`config.mk`:
```
export PLATFORM = sky130hd
export DESIGN_NAME = irq_trap_scheduler
export DESIGN_NICKNAME = d
export VERILOG_FILES = /design/src/rtl/irq_trap_scheduler.sv
export SDC_FILE = /design/constraint.sdc
export NUM_CORES = 1
export LEC_CHECK = 0
export ABC_AREA = 1
export CORE_UTILIZATION = 40
export CTS_CLUSTER_DIAMETER = 80
export DETAILED_ROUTE_END_ITERATION = 10
export PLACE_DENSITY = 0.75
export SLEW_MARGIN = 20
export SYNTH_ARGS = -nofsm -noshare
export SYNTH_HDL_FRONTEND = slang
export SYNTH_SLANG_ARGS = --single-unit
```
`constraint.sdc`:
```
create_clock -name clk -period 1.8 [get_ports clk]
set_input_delay 0.27 -clock clk [delete_from_list [all_inputs] [get_ports clk]]
set_output_delay 0.27 -clock clk [all_outputs]
set_load 0.005 [all_outputs]
```
`src/rtl/irq_trap_scheduler.sv`:
```
// irq_trap_scheduler: picks the highest-priority eligible interrupt, latches
// its cause, and raises a registered trap request toward the Memory stage.
// After each taken trap or xRET, arbitration stays blocked for HOLDOFF cycles
// so that updated STATUS state can settle.
// Optional WFI wake output is built when IRQ_TRAP_SCHEDULER_WFI_EN is defined.
module irq_trap_scheduler #(
  parameter int NIRQ        = 12,
  parameter int CAUSEW      = 4,
  parameter int S_SUPPORTED = 1,
  parameter int HOLDOFF     = 2
) (
  input  logic              clk,
  input  logic              reset,
  input  logic [NIRQ-1:0]   MIP_REGW,
  input  logic [NIRQ-1:0]   MIE_REGW,
  input  logic [NIRQ-1:0]   MIDELEG_REGW,
  input  logic              STATUS_MIE,
  input  logic              STATUS_SIE,
  input  logic [1:0]        PrivilegeModeW,
  input  logic              StallW,
  input  logic              ExceptionM,
  input  logic              TrapAckM,
  input  logic              mretM,
  input  logic              sretM,
`ifdef IRQ_TRAP_SCHEDULER_WFI_EN
  input  logic              WfiM,
  output logic              WfiWakeM,
`endif
  output logic              IntReqM,
  output logic [CAUSEW-1:0] IntCauseM,
  output logic              IntDelegateM,
  output logic              SchedBusyM
);

  typedef enum logic [1:0] {IDLE, REQ, HOLD} schedStateT;

  localparam logic [2:0]      HOLD_LOAD  = 3'(HOLDOFF);
  localparam logic [NIRQ-1:0] DELEG_MASK = (S_SUPPORTED != 0) ? {NIRQ{1'b1}} : {NIRQ{1'b0}};

  schedStateT        r_state;
  schedStateT        w_nextState;
  logic [2:0]        r_count;
  logic [2:0]        w_nextCount;
  logic [CAUSEW-1:0] r_cause;
  logic [CAUSEW-1:0] w_nextCause;
  logic              r_deleg;
  logic              w_nextDeleg;
  logic              r_intReq;
  logic              r_busy;

  logic [NIRQ-1:0]   w_pend;
  logic [NIRQ-1:0]   w_deleg;
  logic [NIRQ-1:0]   w_eligible;
  logic              w_privM;
  logic              w_privS;
  logic              w_privU;
  logic              w_nondelegOk;
  logic              w_delegOk;
  logic              w_xret;
  logic              w_selValid;
  logic [CAUSEW-1:0] w_selIdx;
  logic              w_selDeleg;
  logic              w_latchedElig;

  // Without S-mode nothing can be delegated, so the delegation CSR is masked off.
  assign w_pend  = MIP_REGW & MIE_REGW;
  assign w_deleg = MIDELEG_REGW & DELEG_MASK;
  assign w_privM = (PrivilegeModeW == 2'b11);
  assign w_privS = (PrivilegeModeW == 2'b01);
  assign w_privU = (PrivilegeModeW == 2'b00);
  assign w_xret  = mretM | sretM;

  // M-targeted interrupts are always taken from a lower mode; in M they need MIE.
  // S-targeted interrupts are taken from U, or from S with SIE, never from M.
  assign w_nondelegOk = ~w_privM | STATUS_MIE;
  assign w_delegOk    = w_privU | (w_privS & STATUS_SIE);
  assign w_eligible   = w_pend & ((~w_deleg & {NIRQ{w_nondelegOk}}) |
                                  ( w_deleg & {NIRQ{w_delegOk}}));

  // Priority select: later assignments win, so the lowest-priority candidates go first.
  always_comb begin
    w_selValid = 1'b0;
    w_selIdx   = '0;
    w_selDeleg = 1'b0;
    for (int i = 12; i < NIRQ; i++) begin
      if (w_eligible[i]) begin
        w_selValid = 1'b1;
        w_selIdx   = CAUSEW'(i);
        w_selDeleg = w_deleg[i];
      end
    end
    if (w_eligible[5]) begin
      w_selValid = 1'b1;
      w_selIdx   = CAUSEW'(5);
      w_selDeleg = w_deleg[5];
    end
    if (w_eligible[1]) begin
      w_selValid = 1'b1;
      w_selIdx   = CAUSEW'(1);
      w_selDeleg = w_deleg[1];
    end
    if (w_eligible[9]) begin
      w_selValid = 1'b1;
      w_selIdx   = CAUSEW'(9);
      w_selDeleg = w_deleg[9];
    end
    if (w_eligible[7]) begin
      w_selValid = 1'b1;
      w_selIdx   = CAUSEW'(7);
      w_selDeleg = w_deleg[7];
    end
    if (w_eligible[3]) begin
      w_selValid = 1'b1;
      w_selIdx   = CAUSEW'(3);
      w_selDeleg = w_deleg[3];
    end
    if (w_eligible[11]) begin
      w_selValid = 1'b1;
      w_selIdx   = CAUSEW'(11);
      w_selDeleg = w_deleg[11];
    end
  end

  // Re-check the eligibility of the cause we already latched, for withdrawal.
  always_comb begin
    w_latchedElig = 1'b0;
    for (int i = 0; i < NIRQ; i++) begin
      if (r_cause == CAUSEW'(i)) begin
        w_latchedElig = w_eligible[i];
      end
    end
  end

  // Next-state logic; a stall freezes everything by keeping the current values.
  always_comb begin
    w_nextState = r_state;
    w_nextCount = r_count;
    w_nextCause = r_cause;
    w_nextDeleg = r_deleg;
    if (!StallW) begin
      case (r_state)
        IDLE: begin
          if (w_xret) begin
            w_nextState = HOLD;
            w_nextCount = HOLD_LOAD;
          end else if (w_selValid && !ExceptionM) begin
            w_nextState = REQ;
            w_nextCause = w_selIdx;
            w_nextDeleg = w_selDeleg;
          end
        end
        REQ: begin
          if (TrapAckM && !ExceptionM) begin
            w_nextState = HOLD;
            w_nextCount = HOLD_LOAD;
          end else if (!TrapAckM && !w_latchedElig) begin
            w_nextState = IDLE;
          end
        end
        HOLD: begin
          if (w_xret) begin
            w_nextCount = HOLD_LOAD;
          end else if (r_count <= 3'd1) begin
            w_nextState = IDLE;
            w_nextCount = 3'd0;
          end else begin
            w_nextCount = r_count - 3'd1;
          end
        end
        default: begin
          w_nextState = IDLE;
          w_nextCount = 3'd0;
        end
      endcase
    end
  end

  // State, cause and registered outputs; reset drops any pending request at once.
  always_ff @(posedge clk or negedge reset) begin
    if (!reset) begin
      r_state  <= IDLE;
      r_count  <= 3'd0;
      r_cause  <= '0;
      r_deleg  <= 1'b0;
      r_intReq <= 1'b0;
      r_busy   <= 1'b0;
    end else if (!StallW) begin
      r_state  <= w_nextState;
      r_count  <= w_nextCount;
      r_cause  <= w_nextCause;
      r_deleg  <= w_nextDeleg;
      r_intReq <= (w_nextState == REQ);
      r_busy   <= (w_nextState != IDLE);
    end
  end

  assign IntReqM      = r_intReq;
  assign IntCauseM    = r_cause;
  assign IntDelegateM = r_deleg;
  assign SchedBusyM   = r_busy;

`ifdef IRQ_TRAP_SCHEDULER_WFI_EN
  logic r_wfiWake;

  // Wake ignores stall and global enables so a stalled WFI can always resume.
  always_ff @(posedge clk or negedge reset) begin
    if (!reset) begin
      r_wfiWake <= 1'b0;
    end else begin
      r_wfiWake <= WfiM & (|w_pend);
    end
  end

  assign WfiWakeM = r_wfiWake;
`endif

endmodule

```
==> key figures, run 1 <==
Pwr
  – P_leak: 0.000959 uW
  – Sequential power share: 32.2%
  – Largest voltage drop on the vdd net: 0.386 mV
  – Comb pwr share: 53.9%
  – Internal: 710 uW
  – Net Sw Power: 413 uW
  – Power density over cell area: 565 mW/mm2
  – Clock network fraction of design power: 14.0%
  – Switching share of power: 36.8%

Layout
  – Proportion of layout cells with a drive suffix above 1: 22.1%
  – Final antenna diode count: 0
  – Commonest cells after routing, fill and taps aside: sky130_fd_sc_hd__nand2_1, sky130_fd_sc_hd__clkdlybuf4s50_1, sky130_fd_sc_hd__inv_1
  – Post-layout nets: 318
  – Most common library cell in the layout ignoring fill and taps: sky130_fd_sc_hd__nand2_1
  – Finished Cell Area: 0.00199 mm2
  – Area added between synthesis and finish: 65.8%
  – Final non-filler cell total: 298

Critical path
  – Crit path DAT: 1790 ps
  – Setup Crit Path Kind: input port to flop
  – Worst path bufs/invs: 3
  – CP Launch Type: input port
  – Crit path max-delay cell type: sky130_fd_sc_hd__clkdlybuf4s50_1
  – Cell Chain, Critical Path: clkdlybuf4s50_1, inv_1, nand2_1, nand4_4, buf_4, nand3_1, o211ai_1, o221ai_1, nand3_1, o211ai_1, nand2_1
  – Delay-heaviest family, CP: buffers and inverters
  – Critical path fanouts, max: 3
  – Crit path required time: 1950 ps
  – Kind of capture point of the worst setup path: flop
  – Maximum single-stage delay on the critical path: 500 ps

Logic synthesis
  – Post-Syn Area per Cell: 6.30 um2
  – Share of synthesized cell area in full adder, half adder and majority cells: 2.09%
  – Dominant cells by area after synthesis: sky130_fd_sc_hd__dfrtp_1, sky130_fd_sc_hd__nand2_1, sky130_fd_sc_hd__inv_1, sky130_fd_sc_hd__nand3_1, sky130_fd_sc_hd__nand4_1
  – Gate count of the mapped netlist: 190
  – Count of different cell masters after synthesis: 30
  – Fraction of the mapped netlist area in simple logic gates: 43.9%
  – Xor/xnor cell area share of the yosys netlist: 0%
  – Count of yosys warnings during synthesis: 0
  – Part of the Yosys area used for sequential elements: 25.1%
  – Synthesized-area fraction occupied by ao, oa, aoi and oai cells: 16.7%
  – Area of the mapped netlist: 0.00120 mm2
  – Main combinational cell family by area after synthesis: simple AND/OR/NAND/NOR gates
  – Multiplexer fraction of the synthesized cell area: 0%
  – Synth area leader: sky130_fd_sc_hd__dfrtp_1
  – Post-synthesis sequential element count: 12
  – Share of the synthesized area in the top cell type: 25.1%
  – Net count after synthesis: 239

Timing
  – Slew Limit Headroom: 64.3%
  – Max Clock Freq: 610 MHz
  – Slew @ Worst Pin: 534 ps
  – Hold violation total from the final report: 0
  – Count of endpoints failing setup in the final report: 0
  – Unrepaired setup endpoints after global routing: no
  – Fin crit share: 91.0%
  – Final WS setup: 161 ps
  – Max Transition Viols Final: 0
  – Final TNS setup: 0 ps
  – Worst-case clock skew: 2.55 ps
  – Final period demand of the worst path: 1640 ps

Global route
  – Initial antenna violation count: 0
  – First-pass GRT wire length: 5420 um
  – Overall fraction of global-route tracks in use: 20.8%
  – Number of global-route vias before repair: 1327
  – Largest net degree at the start of global routing: 13
  – Total congestion overflow: 0

Status
  – Result of the run: finished, violations left
  – Violations in the final reports: design-rule violations

Clocking
  – Clock latency of the later-clocked register in the worst-skew pair: 270 ps
  – Clk pin slew, worst setup/hold paths: 70 ps
  – Root Buffer: sky130_fd_sc_hd__clkbuf_4
  – Number of buffers between clock root and the deepest sink: 2
  – Number of clock sinks: 12
  – Number of H-tree levels: 1
  – TritonCTS clock tree: yes
  – Number of buffers created by CTS: 3
  – Number of buffers added to fix hold violations after cts: 0

Detailed routing
  – Count of routing violations after the opening detailed-route iteration: 73
  – Detailed Route WL: 3150 um
  – Antenna-violating nets left: 0
  – Detailed-route vias per instance: 4.98
  – Residual DRC: 6
  – Via count: 1483
  – WL/cell: 10.6 um
  – First drt pass iteration count: 7

Min path
  – HP Class: input port to asynchronous set/reset pin

Floorplan
  – Row count: 19
  – Total die area: 0.00322 mm2
  – Overall die width: 56.7 um
  – Standard cell core area: 0.00281 mm2
  – Initial standard-cell utilization of the core: 42.7%
  – Count of boundary I/O pins: 54
  – Die Ht: 56.7 um

Place
  – Post-placement worst setup slack: -354 ps
  – Final HPWL DP: 2650 um
  – Routability Congestion: 0.861
  – Number of buffer cells added on primary ports: 53
  – Number of instances in the placed design: 291
  – Placed Area: 0.00189 mm2

Flow run
  – Max-capacitance violation count: 0
worst paths after layout:
kind                            startpoint      endpoint  slack (ps)  depth (start not counted)
max                        MIDELEG_REGW[9]  IntDelegateM         160                         11
min                                  reset    r_count[2]         350                          1
max reg2reg                     r_count[1]    SchedBusyM         180                          9
min reg2reg                        IntReqM       IntReqM         480                          2
max in group asynchronous            reset  IntCauseM[0]        1070                          1
min in group clk                   IntReqM       IntReqM         480                          2
repair_timing:
action,4_1_cts,5_1_grt
gates resized for setup,4,16
cloned,0,1
setup buffers,1,2
hold endpoints to repair,0,0
endpoints found under the setup margin,4,6
pin swaps,2,7
cell usage after synthesis:
| master | instances |
|---|---|
| sky130_fd_sc_hd__nand4_1 | 8 |
| sky130_fd_sc_hd__o21ai_2 | 1 |
| sky130_fd_sc_hd__o21ai_1 | 4 |
| sky130_fd_sc_hd__nor2_2 | 3 |
| sky130_fd_sc_hd__or2_2 | 1 |
| sky130_fd_sc_hd__dfrtp_1 | 12 |
| sky130_fd_sc_hd__o21ai_0 | 9 |
| sky130_fd_sc_hd__and2_1 | 1 |
| sky130_fd_sc_hd__o21bai_1 | 1 |
| sky130_fd_sc_hd__ha_1 | 2 |
| sky130_fd_sc_hd__o31ai_1 | 1 |
| sky130_fd_sc_hd__a21oi_2 | 1 |
| sky130_fd_sc_hd__a31oi_4 | 1 |
| sky130_fd_sc_hd__or2_4 | 1 |
| sky130_fd_sc_hd__inv_2 | 5 |
| sky130_fd_sc_hd__or2_1 | 1 |
| sky130_fd_sc_hd__a21oi_1 | 4 |
| sky130_fd_sc_hd__nand4_4 | 1 |
| sky130_fd_sc_hd__nor3_1 | 7 |
| sky130_fd_sc_hd__o211ai_1 | 5 |
| sky130_fd_sc_hd__nor2_1 | 13 |
| sky130_fd_sc_hd__o221ai_1 | 1 |
| sky130_fd_sc_hd__nand3_2 | 2 |
| sky130_fd_sc_hd__inv_1 | 31 |
| sky130_fd_sc_hd__o21a_4 | 1 |
| sky130_fd_sc_hd__buf_6 | 1 |
| sky130_fd_sc_hd__nand2_2 | 5 |
| sky130_fd_sc_hd__nand4_2 | 1 |
| sky130_fd_sc_hd__nand2_1 | 56 |
| sky130_fd_sc_hd__nand3_1 | 10 |
flip-flops by register name, indices dropped and copies added, names as in the netlist:
signal,cells
r_count,3
IntReqM,1
r_state,2
IntCauseM,4
IntDelegateM,1
SchedBusyM,1
per-layer routing:
metal  up-vias  part of all wire [%]  global-route usage [%]  wire, um
li1        785                     -                       -         -
met1       650                    46                    27.6      1460
met2        48                    48                    36.6      1520
met3         0                   5.5                    3.69       174
met4         0                     0                    1.07         0
met5         -                     0                       0         0
cells by family (layout without fill, tap and decap cells):
family,after synthesis,after routing
buf+inv,37,113
fa+ha+maj,2,2
simple gates,110,111
flops,12,12
compound gates,29,29
power by group through the flow:
stage               logic (uW)  registers (uW)  clock network [uW]
detailed placement         558             362                   0
CTS                        562             357                 165
global route               673             366                 176
global placement           559             361                   0
floorplan                  274             360                   0
finish                     605             361                 157
cell type report:
cell class | count | area [um2]
Sequential cell | 12 | 302
Timing Repair Buffer | 74 | 688
Multi-Input combinational cell | 142 | 800
Fill cell | 237 | 820
Clock buffer | 3 | 22.5
Tap cell | 31 | 38.8
Inverter | 36 | 135
metrics by stage:
step / hold WS, ps / utilization [%] / power, uW
2_1_floorplan: -25.6 / - / 633
3_3_place_gp: 474 / 67.4 / 920
3_5_place_dp: 467 / 67.4 / 920
4_1_cts: 358 / 68.5 / 1080
5_1_grt: 375 / 70.8 / 1220
6_report: 350 / 70.8 / 1120
worst reg2reg max path: cells and delay by family, from the launching register on:
kind	cells	cell delay [ps]
fa+ha+maj	1	170
flops	1	380
buf+inv	2	110
simple gates	4	570
compound gates	2	310
Power figures use the tool's default switching activity.
==> run 2, diff against run 1 <==
Settings changed: GPL_ROUTABILITY_DRIVEN set to 0.
==> key figures, run 2 (same netlist as run 1, synthesis figures left out) <==
Timing
  – Hold violation total from the final report: 0
  – Slew Limit Headroom: 63.7%
  – Final period demand of the worst path: 1680 ps
  – Hold Worst Slack: 344 ps
  – Count of endpoints failing setup in the final report: 0
  – Fin crit share: 93.2%
  – Max Clock Freq: 596 MHz
  – Slew @ Worst Pin: 543 ps
  – Worst-case clock skew: 0.577 ps
  – Max Transition Viols Final: 0
  – Final TNS setup: 0 ps

Flow run
  – Max-capacitance violation count: 0

Floorplan
  – Overall die width: 56.7 um
  – Count of boundary I/O pins: 54
  – Row count: 19
  – Total die area: 0.00322 mm2
  – Initial standard-cell utilization of the core: 42.7%
  – Die Ht: 56.7 um
  – Standard cell core area: 0.00281 mm2

Critical path
  – Crit path DAT: 1840 ps
  – Terminus of the critical flop-to-flop path: r_state[0]
  – Cell Chain, Critical Path: clkdlybuf4s50_1, inv_1, a21oi_1, o21ai_4, buf_4, a31oi_4, nand3_2, buf_4, nand2_1, o21ai_0
  – CP endpoint: IntCauseM[1]
  – Crit path max-delay cell type: sky130_fd_sc_hd__clkdlybuf4s50_1
  – Critical path fanouts, max: 3
  – Maximum single-stage delay on the critical path: 450 ps
  – Cell occurring most often along the worst timing path: sky130_fd_sc_hd__buf_4
  – R2r startpoint: IntCauseM[0]
  – CP Launch Type: input port
  – Start point of the critical path: MIDELEG_REGW[5]
  – Kind of capture point of the worst setup path: flop
  – Count of cells along the worst register-to-register path: 13
  – Setup Crit Path Kind: input port to flop
  – Slack of the worst reg-to-reg path: 140 ps
  – Crit path required time: 1960 ps

Global route
  – Layer with the highest usage after global routing: met2
  – Overall fraction of global-route tracks in use: 21.5%
  – First-pass GRT wire length: 5530 um
  – Met3 Resource Use GR: 4.38%
  – Total congestion overflow: 0
  – Met1 layer usage reported by global route: 28.3%
  – Largest net degree at the start of global routing: 13
  – Met2 global-route usage: 37.4%
  – Number of global-route vias before repair: 1325
  – Initial antenna violation count: 0

Detailed routing
  – WL/cell: 11.4 um
  – Detailed-route vias per instance: 5.10
  – Count of routing violations after the opening detailed-route iteration: 54
  – Detailed Route WL: 3490 um
  – Residual DRC: 7
  – Via count: 1566
  – First drt pass iteration count: 7
  – Antenna-violating nets left: 0

Clocking
  – Number of buffers between clock root and the deepest sink: 2
  – Number of H-tree levels: 1
  – TritonCTS clock tree: yes
  – Clock latency of the later-clocked register in the worst-skew pair: 270 ps
  – Number of clock sinks: 12
  – Number of buffers created by CTS: 3
  – Root Buffer: sky130_fd_sc_hd__clkbuf_4
  – Number of buffers added to fix hold violations after cts: 0
  – Clk pin slew, worst setup/hold paths: 80 ps

Pwr
  – Largest voltage drop on the vdd net: 0.437 mV
  – Power density over cell area: 604 mW/mm2
  – P_leak: 0.00101 uW

Layout
  – Most common library cell in the layout ignoring fill and taps: sky130_fd_sc_hd__nand2_1
  – Number of flip-flops in the largest register: 4
  – Final antenna diode count: 0
  – Core occupancy in the finished layout: 73.4%
  – Area added between synthesis and finish: 72.0%
  – Proportion of layout cells with a drive suffix above 1: 25.4%
  – Post-layout nets: 326
  – Commonest cells after routing, fill and taps aside: sky130_fd_sc_hd__nand2_1, sky130_fd_sc_hd__clkdlybuf4s50_1, sky130_fd_sc_hd__buf_4

Status
  – Result of the run: finished, violations left
  – Violations in the final reports: design-rule violations

Place
  – Number of buffer cells added on primary ports: 53
  – Final HPWL DP: 2720 um

Min path
  – HP Class: input port to asynchronous set/reset pin
run 2: changes by cell type in the layout (fill, tap and decap cells not counted), sizes merged:
cell	previous run	this run
clkbuf	3	5
buf	21	29
dlygate4sd2	2	1
run 2: what timing repair did:
item,4_1_cts,5_1_grt
cloned,0,1
setup endpoints to repair,4,8
hold endpoints to repair,0,0
gates resized for setup,3,20
pin swaps,2,8
buffers inserted,1,10
run 2: through the flow:
step	power, uW	area [um2]	worst slack [ps]	cells
floorplan	633	1200	321	190
global placement	918	1890	-337	291
detailed placement	919	1890	-356	291
CTS	1140	1930	21.5	296
global route	1330	2060	-90.3	307
finish	1240	2060	123	307
run 2: final cells by class:
class                           instances  area, um2
Sequential cell                        12        302
Multi-Input combinational cell        142        803
Tap cell                               31       38.8
Timing Repair Buffer                   82        744
Clock buffer                            4       36.3
Fill cell                             237        746
Inverter                               36        135
run 2: report_power, final:
part           internal, uW  switching, uW  total (uW)
logic                   351            321         672
clock network           123           94.2         217
registers               319           34.5         353
run 2: worst max-delay path, delay by kind of cell:
family          cells  cell delay, ps
simple gates        2             180
compound gates      4             570
buf+inv             4             830
run 2: worst min-delay path by stage:
stage	to	cells after the start	slack, ps	start
2_1_floorplan	IntCauseM[0]	0	-30	reset
3_3_place_gp	IntReqM	2	470	IntReqM
3_5_place_dp	IntReqM	2	480	IntReqM
4_1_cts	r_count[2]	1	360	reset
5_1_grt	r_count[2]	1	360	reset
6_report	r_count[2]	1	340	reset
run 2: routing by layer:
metal | vias up | share of wire [%]
met4 | 0 | 0.23
met3 | 2 | 7.3
met2 | 67 | 49
li1 | 795 | -
met5 | - | 0
met1 | 702 | 44
==> run 3, diff against run 2 <==
Settings changed: GPL_TIMING_DRIVEN set to 0, HOLD_SLACK_MARGIN set to 0.08.
==> key figures, run 3 (same netlist as run 1, synthesis figures left out) <==
Detailed routing
  – Via count: 1465
  – Count of routing violations after the opening detailed-route iteration: 56
  – Antenna-violating nets left: 0
  – Residual DRC: 6
  – Detailed Route WL: 3250 um
  – WL/cell: 11.1 um
  – First drt pass iteration count: 7
  – Detailed-route vias per instance: 5.02

Timing
  – Max Transition Viols Final: 0
  – Worst-case clock skew: 0.958 ps
  – Final period demand of the worst path: 1710 ps
  – Max Clock Freq: 585 MHz
  – Count of endpoints failing setup in the final report: 0
  – Fin crit share: 94.9%
  – Slew @ Worst Pin: 550 ps
  – Hold violation total from the final report: 0
  – Unrepaired setup endpoints after global routing: yes
  – Slew Limit Headroom: 63.2%
  – Hold Worst Slack: 343 ps

Critical path
  – Start point of the critical path: MIDELEG_REGW[3]
  – Crit path required time: 1970 ps
  – Count of cells along the worst register-to-register path: 14
  – Crit path max-delay cell type: sky130_fd_sc_hd__clkdlybuf4s50_1
  – Kind of capture point of the worst setup path: flop
  – Crit path DAT: 1880 ps
  – Critical path fanouts, max: 4
  – R2r startpoint: IntCauseM[2]
  – Maximum single-stage delay on the critical path: 490 ps
  – Cell Chain, Critical Path: clkdlybuf4s50_1, or2_1, nand3_2, buf_4, buf_4, buf_4, buf_4, buf_4, buf_4, nand4_1, o21ai_1
  – Cell occurring most often along the worst timing path: sky130_fd_sc_hd__buf_4
  – Setup Crit Path Kind: input port to flop
  – CP Launch Type: input port

Clocking
  – Number of H-tree levels: 1
  – Clock latency of the later-clocked register in the worst-skew pair: 280 ps
  – Number of clock sinks: 12
  – Number of buffers between clock root and the deepest sink: 2
  – Root Buffer: sky130_fd_sc_hd__clkbuf_4
  – Number of buffers created by CTS: 3
  – TritonCTS clock tree: yes
  – Clk pin slew, worst setup/hold paths: 80 ps

Place
  – Placed Area: 0.00177 mm2
  – Final HPWL DP: 2460 um
  – Number of instances in the placed design: 274
  – Number of buffer cells added on primary ports: 53

Layout
  – Commonest cells after routing, fill and taps aside: sky130_fd_sc_hd__nand2_1, sky130_fd_sc_hd__clkdlybuf4s50_1, sky130_fd_sc_hd__inv_1
  – Proportion of layout cells with a drive suffix above 1: 21.5%
  – Final non-filler cell total: 292
  – Number of flip-flops in the largest register: 4
  – Core occupancy in the finished layout: 69.4%
  – Most common library cell in the layout ignoring fill and taps: sky130_fd_sc_hd__nand2_1
  – Final antenna diode count: 0
  – Area added between synthesis and finish: 62.6%
  – Finished Cell Area: 0.00195 mm2
  – Post-layout nets: 311

Floorplan
  – Standard cell core area: 0.00281 mm2
  – Count of boundary I/O pins: 54
  – Initial standard-cell utilization of the core: 42.7%
  – Row count: 19
  – Overall die width: 56.7 um
  – Die Ht: 56.7 um
  – Total die area: 0.00322 mm2

Min path
  – HP Class: input port to asynchronous set/reset pin

Pwr
  – P_leak: 0.000924 uW
  – Largest voltage drop on the vdd net: 0.460 mV
  – Power density over cell area: 602 mW/mm2
  – Tot Pwr: 1170 uW

Global route
  – Total congestion overflow: 0
  – Largest net degree at the start of global routing: 13
  – First-pass GRT wire length: 5760 um
  – Number of global-route vias before repair: 1394
  – Initial antenna violation count: 0
  – Overall fraction of global-route tracks in use: 22.5%

Flow run
  – Max-capacitance violation count: 0

Status
  – Result of the run: finished, violations left
  – Violations in the final reports: design-rule violations
run 3: metal layers:
metal  vias to the layer above  global-route usage [%]  part of all wire [%]  wire [um]
met5                         -                       0                     0          0
met4                         0                    7.50                   1.8         57
met3                         8                    5.53                   6.2        202
met2                        48                    37.9                    47       1540
met1                       647                    27.9                    45       1450
li1                        762                       -                     -          -
run 3: power breakdown:
group	leakage (uW)	switching [uW]	total [uW]	internal, uW
registers	0.000146	38.8	358	319
logic	0.000756	295	595	299
clock network	0.0000210	95.8	219	123
total	0.000924	430	1170	742
run 3: metrics by stage:
step / setup TNS, ps / worst slack, ps
after floorplan: 0 / 321
after global placement: -2670 / -411
after detailed placement: -2770 / -421
after CTS: -1.84 / -1.84
after global routing: -397 / -140
final: 0 / 91.4
run 3: worst paths after layout:
kind	endpoint	slack [ps]
max	IntCauseM[2]	90
min	r_count[2]	340
max reg2reg	r_state[0]	120
min reg2reg	IntDelegateM	490
max in group asynchronous	IntCauseM[0]	1070
min in group clk	IntDelegateM	490
run 3: layout make-up:
cell class	instances	area, um2
Tap cell	31	38.8
Clock buffer	4	36.3
Inverter	36	135
Timing Repair Buffer	67	631
Multi-Input combinational cell	141	793
Sequential cell	12	302
Fill cell	250	858
Buffer	1	11.3
run 3: what timing repair did:
action | 4_1_cts | 5_1_grt
hold buffers | 0 | 0
pin swaps | 2 | 12
buffers inserted | 9 | 5
cloned | 0 | 0
endpoints found under the setup margin | 6 | 7
resized for setup | 5 | 17
run 3: worst max-delay path: cells and delay by family:
family	cells	cell delay, ps
compound gates	1	60
simple gates	3	300
buf+inv	7	1250
